**src/rtl/common.sv**
```systemverilog
// Shared types for the multiply/divide unit.
package common;

    typedef enum logic [1:0] {
        MD_MULT  = 2'd0,
        MD_MULTU = 2'd1,
        MD_DIV   = 2'd2,
        MD_DIVU  = 2'd3
    } multdiv_op_t;

    typedef enum logic [2:0] {
        ST_IDLE = 3'd0,
        ST_MUL  = 3'd1,
        ST_DIV  = 3'd2,
        ST_FIX  = 3'd3,
        ST_DONE = 3'd4
    } multdiv_state_t;

    // 32-bit two's-complement negation
    function automatic logic [31:0] neg32(input logic [31:0] x);
        return ~x + 32'd1;
    endfunction

endpackage

```
**src/rtl/multdiv_unit_div_iter.sv**
```systemverilog
// Radix-2 restoring divider core: unsigned operands, one quotient bit per
// cycle MSB first. The dividend shift register doubles as the quotient.
module div_iter (
    input  logic        clk,
    input  logic        resetn,
    input  logic        i_load,
    input  logic        i_step,
    input  logic [31:0] i_dividend,
    input  logic [31:0] i_divisor,   // must stay stable while stepping
    output logic [31:0] o_quot,
    output logic [31:0] o_rem,
    output logic        o_done       // high during the final step
);

    logic [31:0] r_q;
    logic [31:0] r_rem;
    logic [4:0]  r_cnt;
    logic [32:0] w_rem33;
    logic [32:0] w_diff;

    // Partial remainder is always below the divisor, so 33 bits suffice and
    // bit 32 of the difference is the borrow (restore) flag.
    assign w_rem33 = {r_rem, r_q[31]};
    assign w_diff  = w_rem33 - {1'b0, i_divisor};
    assign o_quot  = r_q;
    assign o_rem   = r_rem;
    assign o_done  = (r_cnt == 5'd0);

    // Load operands, then shift/subtract one bit per step
    always_ff @(posedge clk or negedge resetn) begin
        if (!resetn) begin
            r_q   <= '0;
            r_rem <= '0;
            r_cnt <= '0;
        end else if (i_load) begin
            r_q   <= i_dividend;
            r_rem <= '0;
            r_cnt <= 5'd31;
        end else if (i_step) begin
            if (!w_diff[32]) begin
                r_rem <= w_diff[31:0];
                r_q   <= {r_q[30:0], 1'b1};
            end else begin
                r_rem <= w_rem33[31:0];
                r_q   <= {r_q[30:0], 1'b0};
            end
            if (r_cnt != 5'd0) r_cnt <= r_cnt - 5'd1;
        end
    end

endmodule

```
**src/rtl/multdiv_unit.sv**
```systemverilog
// Iterative MULT/MULTU/DIV/DIVU unit for the Execute stage. ok low stalls E.
module multdiv_unit
    import common::*;
#(
    parameter int MUL_CYCLES = 2
) (
    input  logic        clk,
    input  logic        resetn,
    input  logic        start,
    input  multdiv_op_t op,
    input  logic [31:0] a,
    input  logic [31:0] b,
    input  logic        advance,
    input  logic        flush,
    output logic        ok,
    output logic [31:0] hi,
    output logic [31:0] lo
);

    multdiv_state_t r_state, w_next;
    logic [3:0]  r_cnt;
    logic [31:0] r_a, r_b, r_hi, r_lo;
    logic        r_neg_q, r_neg_r;

    logic        w_signed, w_is_div, w_launch, w_div_done;
    logic [31:0] w_abs_a, w_abs_b, w_quot, w_rem, w_quot_fix, w_rem_fix;
    logic [63:0] w_prod, w_prod_fix;

    assign w_signed = (op == MD_MULT) || (op == MD_DIV);
    assign w_is_div = (op == MD_DIV)  || (op == MD_DIVU);
    assign w_launch = (r_state == ST_IDLE) && start && !flush;
    assign w_abs_a  = (w_signed && a[31]) ? neg32(a) : a;
    assign w_abs_b  = (w_signed && b[31]) ? neg32(b) : b;

    // Product of latched magnitudes; given MUL_CYCLES as a multicycle path
    assign w_prod     = {32'd0, r_a} * {32'd0, r_b};
    assign w_prod_fix = r_neg_q ? (~w_prod + 64'd1) : w_prod;

    // Quotient negated on sign mismatch, remainder follows dividend sign
    assign w_quot_fix = r_neg_q ? neg32(w_quot) : w_quot;
    assign w_rem_fix  = r_neg_r ? neg32(w_rem)  : w_rem;

    assign hi = r_hi;
    assign lo = r_lo;

    div_iter u_div (
        .clk        (clk),
        .resetn     (resetn),
        .i_load     (w_launch && w_is_div),
        .i_step     ((r_state == ST_DIV) && !flush),
        .i_dividend (w_abs_a),
        .i_divisor  (r_b),
        .o_quot     (w_quot),
        .o_rem      (w_rem),
        .o_done     (w_div_done)
    );

    // State register
    always_ff @(posedge clk or negedge resetn) begin
        if (!resetn) r_state <= ST_IDLE;
        else         r_state <= w_next;
    end

    // Next state and ok; flush overrides everything
    always_comb begin
        w_next = r_state;
        ok     = 1'b0;
        case (r_state)
            ST_IDLE: begin
                ok = !start;
                if (start) w_next = w_is_div ? ST_DIV : ST_MUL;
            end
            ST_MUL:  if (r_cnt == 4'd0) w_next = ST_DONE;
            ST_DIV:  if (w_div_done)    w_next = ST_FIX;
            ST_FIX:  w_next = ST_DONE;
            ST_DONE: begin
                ok = 1'b1;
                if (advance) w_next = ST_IDLE;
            end
            default: w_next = ST_IDLE;
        endcase
        if (flush) begin
            w_next = ST_IDLE;
            ok     = 1'b1;
        end
    end

    // Operand capture at launch, multiply countdown, result write-back
    always_ff @(posedge clk or negedge resetn) begin
        if (!resetn) begin
            r_cnt   <= '0;
            r_a     <= '0;
            r_b     <= '0;
            r_neg_q <= 1'b0;
            r_neg_r <= 1'b0;
            r_hi    <= '0;
            r_lo    <= '0;
        end else if (w_launch) begin
            r_a     <= w_abs_a;
            r_b     <= w_abs_b;
            r_neg_q <= w_signed && (a[31] ^ b[31]);
            r_neg_r <= w_signed && a[31];
            if (!w_is_div) r_cnt <= 4'(MUL_CYCLES - 1);
        end else if (r_state == ST_MUL && !flush) begin
            if (r_cnt == 4'd0) {r_hi, r_lo} <= w_prod_fix;
            else               r_cnt <= r_cnt - 4'd1;
        end else if (r_state == ST_FIX && !flush) begin
            r_hi <= w_rem_fix;
            r_lo <= w_quot_fix;
        end
    end

endmodule

```
**config.mk**
```make
export PLATFORM = sky130hd
export DESIGN_NAME = multdiv_unit
export DESIGN_NICKNAME = d
export VERILOG_FILES = /design/src/rtl/common.sv /design/src/rtl/multdiv_unit_div_iter.sv /design/src/rtl/multdiv_unit.sv
export SDC_FILE = /design/constraint.sdc
export NUM_CORES = 2
export LEC_CHECK = 0
export ABC_AREA = 1
export CAP_MARGIN = 25
export CELL_PAD_IN_SITES_DETAIL_PLACEMENT = 0
export CELL_PAD_IN_SITES_GLOBAL_PLACEMENT = 1
export CORE_MARGIN = 1.5
export CORE_UTILIZATION = 39
export CTS_BUF_LIST = sky130_fd_sc_hd__clkbuf_16
export CTS_CLUSTER_DIAMETER = 150
export DETAILED_ROUTE_END_ITERATION = 16
export GPL_ROUTABILITY_DRIVEN = 1
export PLACE_DENSITY_LB_ADDON = 0.1
export SLEW_MARGIN = 0
export SYNTH_ARGS = -nofsm -noshare
export SYNTH_HDL_FRONTEND = slang
export SYNTH_SLANG_ARGS = --single-unit
```
**constraint.sdc**
```tcl
create_clock -name clk -period 8.9 [get_ports clk]
set_clock_uncertainty 0.05 [all_clocks]
set_input_delay 1.335 -clock clk [delete_from_list [all_inputs] [get_ports clk]]
set_output_delay 1.335 -clock clk [all_outputs]
set_load 0.05 [all_outputs]
```
Word-level counts from Yosys, hierarchy flattened

Index checks and enable logic that the tools add are counted.

Bits of input ports: 71
Register bits: 206
Word-level logic and storage cells: 99
Output and inout port bits: 65

Mux-type cells: 33
$add $sub $neg: 8
Equal/unequal tests: 13
Bitwise logic cells: 7
Reduce and logical (&&, ||, !) cells: 26
Multipliers: 1

Operators with widths:

| operator                                             | number |
|---|---|
| two-way mux 32 bit                                   | 15 |
| adder 32 x 1 -> 32 bit (second input constant)       | 4 |
| NOT 32 bit                                           | 4 |
| adder 64 x 1 -> 64 bit (second input constant)       | 1 |
| multiplier 32 x 32 -> 64 bit                         | 1 |
| two-way mux 64 bit                                   | 1 |
| NOT 64 bit                                           | 1 |
| subtractor 33 x 32 -> 33 bit                         | 1 |
| two-way mux 4 bit                                    | 4 |
| two-way mux 3 bit                                    | 5 |
| two-way mux 5 bit                                    | 3 |
| one-hot mux 3 bit (5 select lines)                   | 1 |
| logical AND 1 bit                                    | 9 |
| != test 3 bit (second input constant)                | 3 |
| nonzero test 2 bit                                   | 4 |
| equality test 3 x 2 -> 1 bit (second input constant) | 2 |
| != test 2 bit (second input constant)                | 3 |
| AND reduction 3 bit                                  | 2 |
| logical NOT 5 bit                                    | 1 |
| nonzero test 5 bit                                   | 1 |
| subtractor 5 x 1 -> 5 bit (second input constant)    | 1 |
| equality test 2 bit (second input constant)          | 2 |
| logical NOT 4 bit                                    | 1 |
| AND reduction 4 bit                                  | 1 |
| 14 further kinds                                     | 17 |

Logic depth before layout (Yosys ltp)

Word-level depth: 6
Gate-level depth with buffers: 42
Mapped depth without buffers: 40

Cells and area by module

Synthesis repeated with hierarchy kept, for this count alone.

Cell total of the unflattened synthesis: 7731
Area, all modules: 52998.3 sq um

By module, submodules not included:

| module       | instances | cells each | area each (sq um) |
|---|---|---|---|
| multdiv_unit | 1         | 6766       | 47092.7 |
| div_iter     | 1         | 965        | 5905.7 |

Least setup slack after synthesis

No wires, ideal clock.

Path type: reg2reg
Start point: reg r_b[5]
End point: reg r_hi[20], in the netlist hi[20]
Stages on the path, launching flop included: 38
Required time: 8.773 ns
Arrival: 6.951 ns
Slack: 1.822 ns
Cell sequence: dfrtp_1 > clkbuf_1 > clkbuf_1 > nand2_1 > fa_1 > inv_1 > fa_1 > fa_1 > inv_1 > fa_1 > inv_1 > fa_1 > fa_1 > fa_1 > inv_1 > fa_1 > inv_1 > ha_1 > (+2 left out) > inv_1 > nor2_1 > nand2_1 > nor2_1 > nand2_1 > nand3_1 > nand2_1 > nand2_1 > inv_1 > nor2_2 > nand2_1 > nor2_1 > nand2_1 > nand2_1 > nand2_1 > nand2_1 > nand3_1 > a21oi_1

Longest elaborated chain between the ends: 6

Ends and longest elaborated chain:

| element                          | line                | source |
|---|---|---|
| from (decl)                      | multdiv_unit.sv:22  | `logic [31:0] r_a, r_b, r_hi, r_lo;` |
| from (signal assigned)           | multdiv_unit.sv:100 | `r_b <= w_abs_b;` |
| multiplier 32 x 32 -> 64 bit (*) | multdiv_unit.sv:36  | `assign w_prod = {32'd0, r_a} * {32'd0, r_b};` |
| NOT 64 bit                       | multdiv_unit.sv:37  | `assign w_prod_fix = r_neg_q ? (~w_prod + 64'd1) : w_prod;` |
| adder 64 x 1 -> 64 bit           | multdiv_unit.sv:37  |  |
| two-way mux 64 bit (*)           | multdiv_unit.sv:37  |  |
| two-way mux 32 bit (*)           | multdiv_unit.sv:105 | `if (r_cnt == 4'd0) {r_hi, r_lo} <= w_prod_fix;` |
| two-way mux 32 bit (*)           | multdiv_unit.sv:104 | `end else if (r_state == ST_MUL && !flush) begin` |
| to (signal assigned)             | multdiv_unit.sv:105 |  |
| to (signal assigned)             | multdiv_unit.sv:108 | `r_hi <= w_rem_fix;` |
| to (decl)                        | multdiv_unit.sv:22  |  |

Mark *: on every way between the ends. The rest lies on a longest branch, timed or not. The select of a mux whose other input is x is not followed.
A chain may end at the register's enable or synchronous reset.

Worst setup path after layout

Start point: reg r_b[27]
End point: reg r_hi[22], in the netlist hi[22]

Same word-level chain as after synthesis.

==> metrics.log <==
INFO  metric outcome = finished clean
INFO  metric ctsHtreeMaxLevel = 1
INFO  metric syn-instance-count = 7438
INFO  metric placed_cells_incl_taps = 9194
INFO  metric r2r_cells = 30
INFO  metric setup_violations = 0
INFO  metric first_pass_grt_wire_length = ~300000 µm
INFO  metric crit-reg2reg-capture = hi[22]
INFO  metric n_fill_cell = 14121
INFO  metric max_clock_freq = 116 MHz
INFO  metric unrepaired_setup_endpoints_after_global_routing = no
INFO  metric synthDistinctLibCells = 55
INFO  metric netlist_area = 52200 µm²
INFO  metric cts.sinks = around 210
INFO  metric async_reset_ff_share = 100%
INFO  metric timing.critical_path.max_delay_family = adder cells
INFO  metric die-height = between 300 and 400 µm
INFO  metric final.hold.worst_slack = approximately 0.44 ns
INFO  metric ctsHoldBuffers = 0
INFO  metric top_usage_layer = met2
INFO  metric grt_pass1_vias = about 47000
INFO  metric num_rows = 134
INFO  metric antenna_found_initial = 4
INFO  metric yosys-top-cells-area = fa_1 34%, nand2_1 16%, inv_1 14%
INFO  metric hold_path_class = reg -> reg
INFO  metric insertion_delay = 0.61 ns
INFO  metric cap_viol_max_count = 0
INFO  metric chipWidth = 369 µm
INFO  metric hold_depth = 1
INFO  metric global_route.usage.met3 = between 2 and 3%
INFO  metric number_of_buffers_created_by_cts = 26
INFO  metric routed_wire_length_per_instance = 21.3 µm
INFO  metric crit_path_max_cell_delay = 0.76 ns
INFO  metric detailroute.via_count = 45961
INFO  metric rrSetupSlack = 0.26 ns
INFO  metric remaining_drc_errors = 0
INFO  metric drive_gt1_share = under 10%
INFO  metric min_delay_worst_endpoint = u_div.r_cnt[4]
INFO  metric pin_count_of_the_biggest_net_entering_global_routing = 140
INFO  metric timing.critical_path.to_type = register
INFO  metric synth_top_area_share = around a third
INFO  metric timing.critical_path.buf_inv = 4
INFO  metric ys_ff_latch = about 200
INFO  metric dr.first_iter.drc_count = 3642
INFO  metric groute.layer.met1.usage = 43.9%
INFO  metric cpMostUsedCell = fa_1
INFO  metric critPathSlowestCell = dfrtp_1
INFO  metric gr-usage-met2 = around 47%
INFO  metric synthDominantAreaCellType = fa_1
INFO  metric worstHoldStart = u_div.r_cnt[4]
INFO  metric worst_ep_arrival_time = 9.11 ns
INFO  metric final-max-slew-violation-count = 0
INFO  metric cts_buffer_depth = 3
INFO  metric timing.critical_path.fanout_max = 13
INFO  metric core-area = about 130000 µm²
INFO  metric num-nets-final = 8727
INFO  metric area_growth_syn_to_layout = 9.75%
INFO  metric synthesis.nets = about 8700
INFO  metric yosysWarningCount = 0
INFO  metric fp.dieArea = roughly 140000 µm²
INFO  metric cts_clock_pin_slew_for_the_worst_setup_and_hold_paths = 0.06 ns
INFO  metric worst-endpoint-required = 9.37 ns
INFO  metric buffer_ports.inserted = 135
INFO  metric hold_violations = 0
INFO  metric drtAntennaViolNets = 0
INFO  metric dr.pass1.iters = 6
INFO  metric synth_enable_flop_cells = 0
INFO  metric rr_startpoint = r_b[27]
INFO  metric initial_core_util = 39.2%
INFO  metric synth_top_flop_cell = dfrtp_1
INFO  metric grt_util_all_layers = 29.4%
INFO  metric timing_worst_slew_pin_value = 1.15 ns
INFO  metric synth.avg_cell_area = 7.01 µm²
INFO  metric min_period = 8.64 ns
INFO  metric slew_margin_rel = a little under a quarter
INFO  metric cts_root_buf = clkbuf_16
INFO  metric tritoncts = built
INFO  metric fin_area = 57300 µm²
INFO  metric seq_area_frac_synth = 9.88%
INFO  metric sum_of_routed_wire_length_over_all_layers = 197000 µm
INFO  metric crit_path_start_kind = register
INFO  metric gpl.final_weighted_congestion = 0.952
INFO  metric overflow = 0
INFO  metric worst-setup-path-type = reg -> reg
INFO  metric design.portCount = 136
INFO  metric route.detailed.vias_per_inst = 4.97
INFO  metric stdcell_count = 9245
INFO  metric timing.final.crit_share = 97.1%
INFO  metric detailed_place_hpwl = 166000 µm
INFO  metric placedInstanceArea = 56300 µm²
flip-flops by register name (all words and copies together) (netlist names):
name,flops
hi,32
lo,32
r_a,32
r_b,32
u_div.o_quot,32
u_div.o_rem,32
u_div.r_cnt,5
r_cnt,4
r_state,3
r_neg_q,1
r_neg_r,1
cell families (layout without fill, tap and decap cells):
logic type / after synthesis / in the layout / synth area share (%)
AND/OR/NAND/NOR: 3027 / 3027 / 23.7
buffers and inverters: 2332 / 2370 / 16.8
adder cells (fa/ha/maj): 1200 / 1200 / 41.7
AO/OA/AOI/OAI: 574 / 574 / 6.27
flip-flops: 206 / 206 / 9.88
XOR/XNOR: 99 / 99 / 1.66
other: 0 / 1 / 0
per-layer routing:
layer,part of all wire (%),up-vias
li1,-,21621
met2,45,1252
met5,0.017,-
met1,48,22924
met3,5.2,160
met4,2.2,4
timing repair:
action / CTS / global route
buffers inserted: 0 / 1
resized for setup: 9 / 41
setup endpoints to repair: 12 / 32
worst register-to-register path, delay by kind of cell (launching register included):
kind                     cells  cell delay [ns]
AO/OA/AOI/OAI                1             0.17
adder cells (fa/ha/maj)      9             4.45
buffers and inverters        4             0.31
flip-flops                   1             0.76
AND/OR/NAND/NOR             16             2.82
Yosys cell counts (36+ instances only):
cell / instances
a21oi_1: 203
a31oi_1: 42
clkbuf_1: 322
dfrtp_1: 206
fa_1: 897
ha_1: 303
inv_1: 1955
nand2_1: 2189
nand2_2: 39
nand3_1: 224
nand4_1: 41
nor2_1: 364
nor2_2: 36
nor3_1: 55
o21ai_0: 205
xnor2_1: 41
xor2_1: 58
cells in the final DEF (no fill, tap or decap), drive strengths merged, types with 17 or more instances in the layout:
master | synthesis | layout
ha | 303 | 303
nand3 | 235 | 235
nor2 | 412 | 412
o221ai | 32 | 32
nand3b | 18 | 18
nand4 | 41 | 41
buf | 16 | 194
clkinv | 7 | 17
nand2 | 2230 | 2230
o211ai | 28 | 28
nor3 | 60 | 60
clkdlybuf4s50 | 0 | 134
clkbuf | 322 | 26
dfrtp | 206 | 206
xor2 | 58 | 58
a31oi | 42 | 42
o21ai | 217 | 217
fa | 897 | 897
inv | 1987 | 1993
xnor2 | 41 | 41
a21oi | 206 | 206
cell type report:
type	instances	area (µm²)	area share (%)
multi-input cells	4900	38300	66.9
inverters	1994	7490	13.1
flip-flops and latches	206	5200	9.08
repair buffers	328	3210	5.60
well taps	1768	2210	3.86
clock buffers	26	651	1.14
clock inverters	22	184	0.321
diodes	1	2.50	0.00437
stage by stage:
stage          setup TNS (ns)  util [%]  setup WS (ns)
6_report                    0      43.0          0.258
5_1_grt                     0      43.0       0.000821
4_1_cts                     0      42.9         0.0431
3_5_place_dp           -0.561      42.3         -0.202
3_3_place_gp            -2.43      42.3         -0.326
2_1_floorplan               0         -           1.82
worst max path at each step:
stage | endpoint | start | slack (ns) | cells past startpoint
floorplan | hi[20] | r_b[5] | 1.82 | 37
global placement | hi[19] | r_b[9] | -0.33 | 37
detailed placement | hi[19] | r_b[9] | -0.20 | 37
CTS | hi[19] | r_b[2] | 0.04 | 37
global route | hi[22] | r_b[27] | 0.0008 | 30
finish | hi[22] | r_b[27] | 0.26 | 30
Power is left out: the tool's default activity adds up to more than one toggle a clock period on the data nets, which glitch-free logic cannot reach.
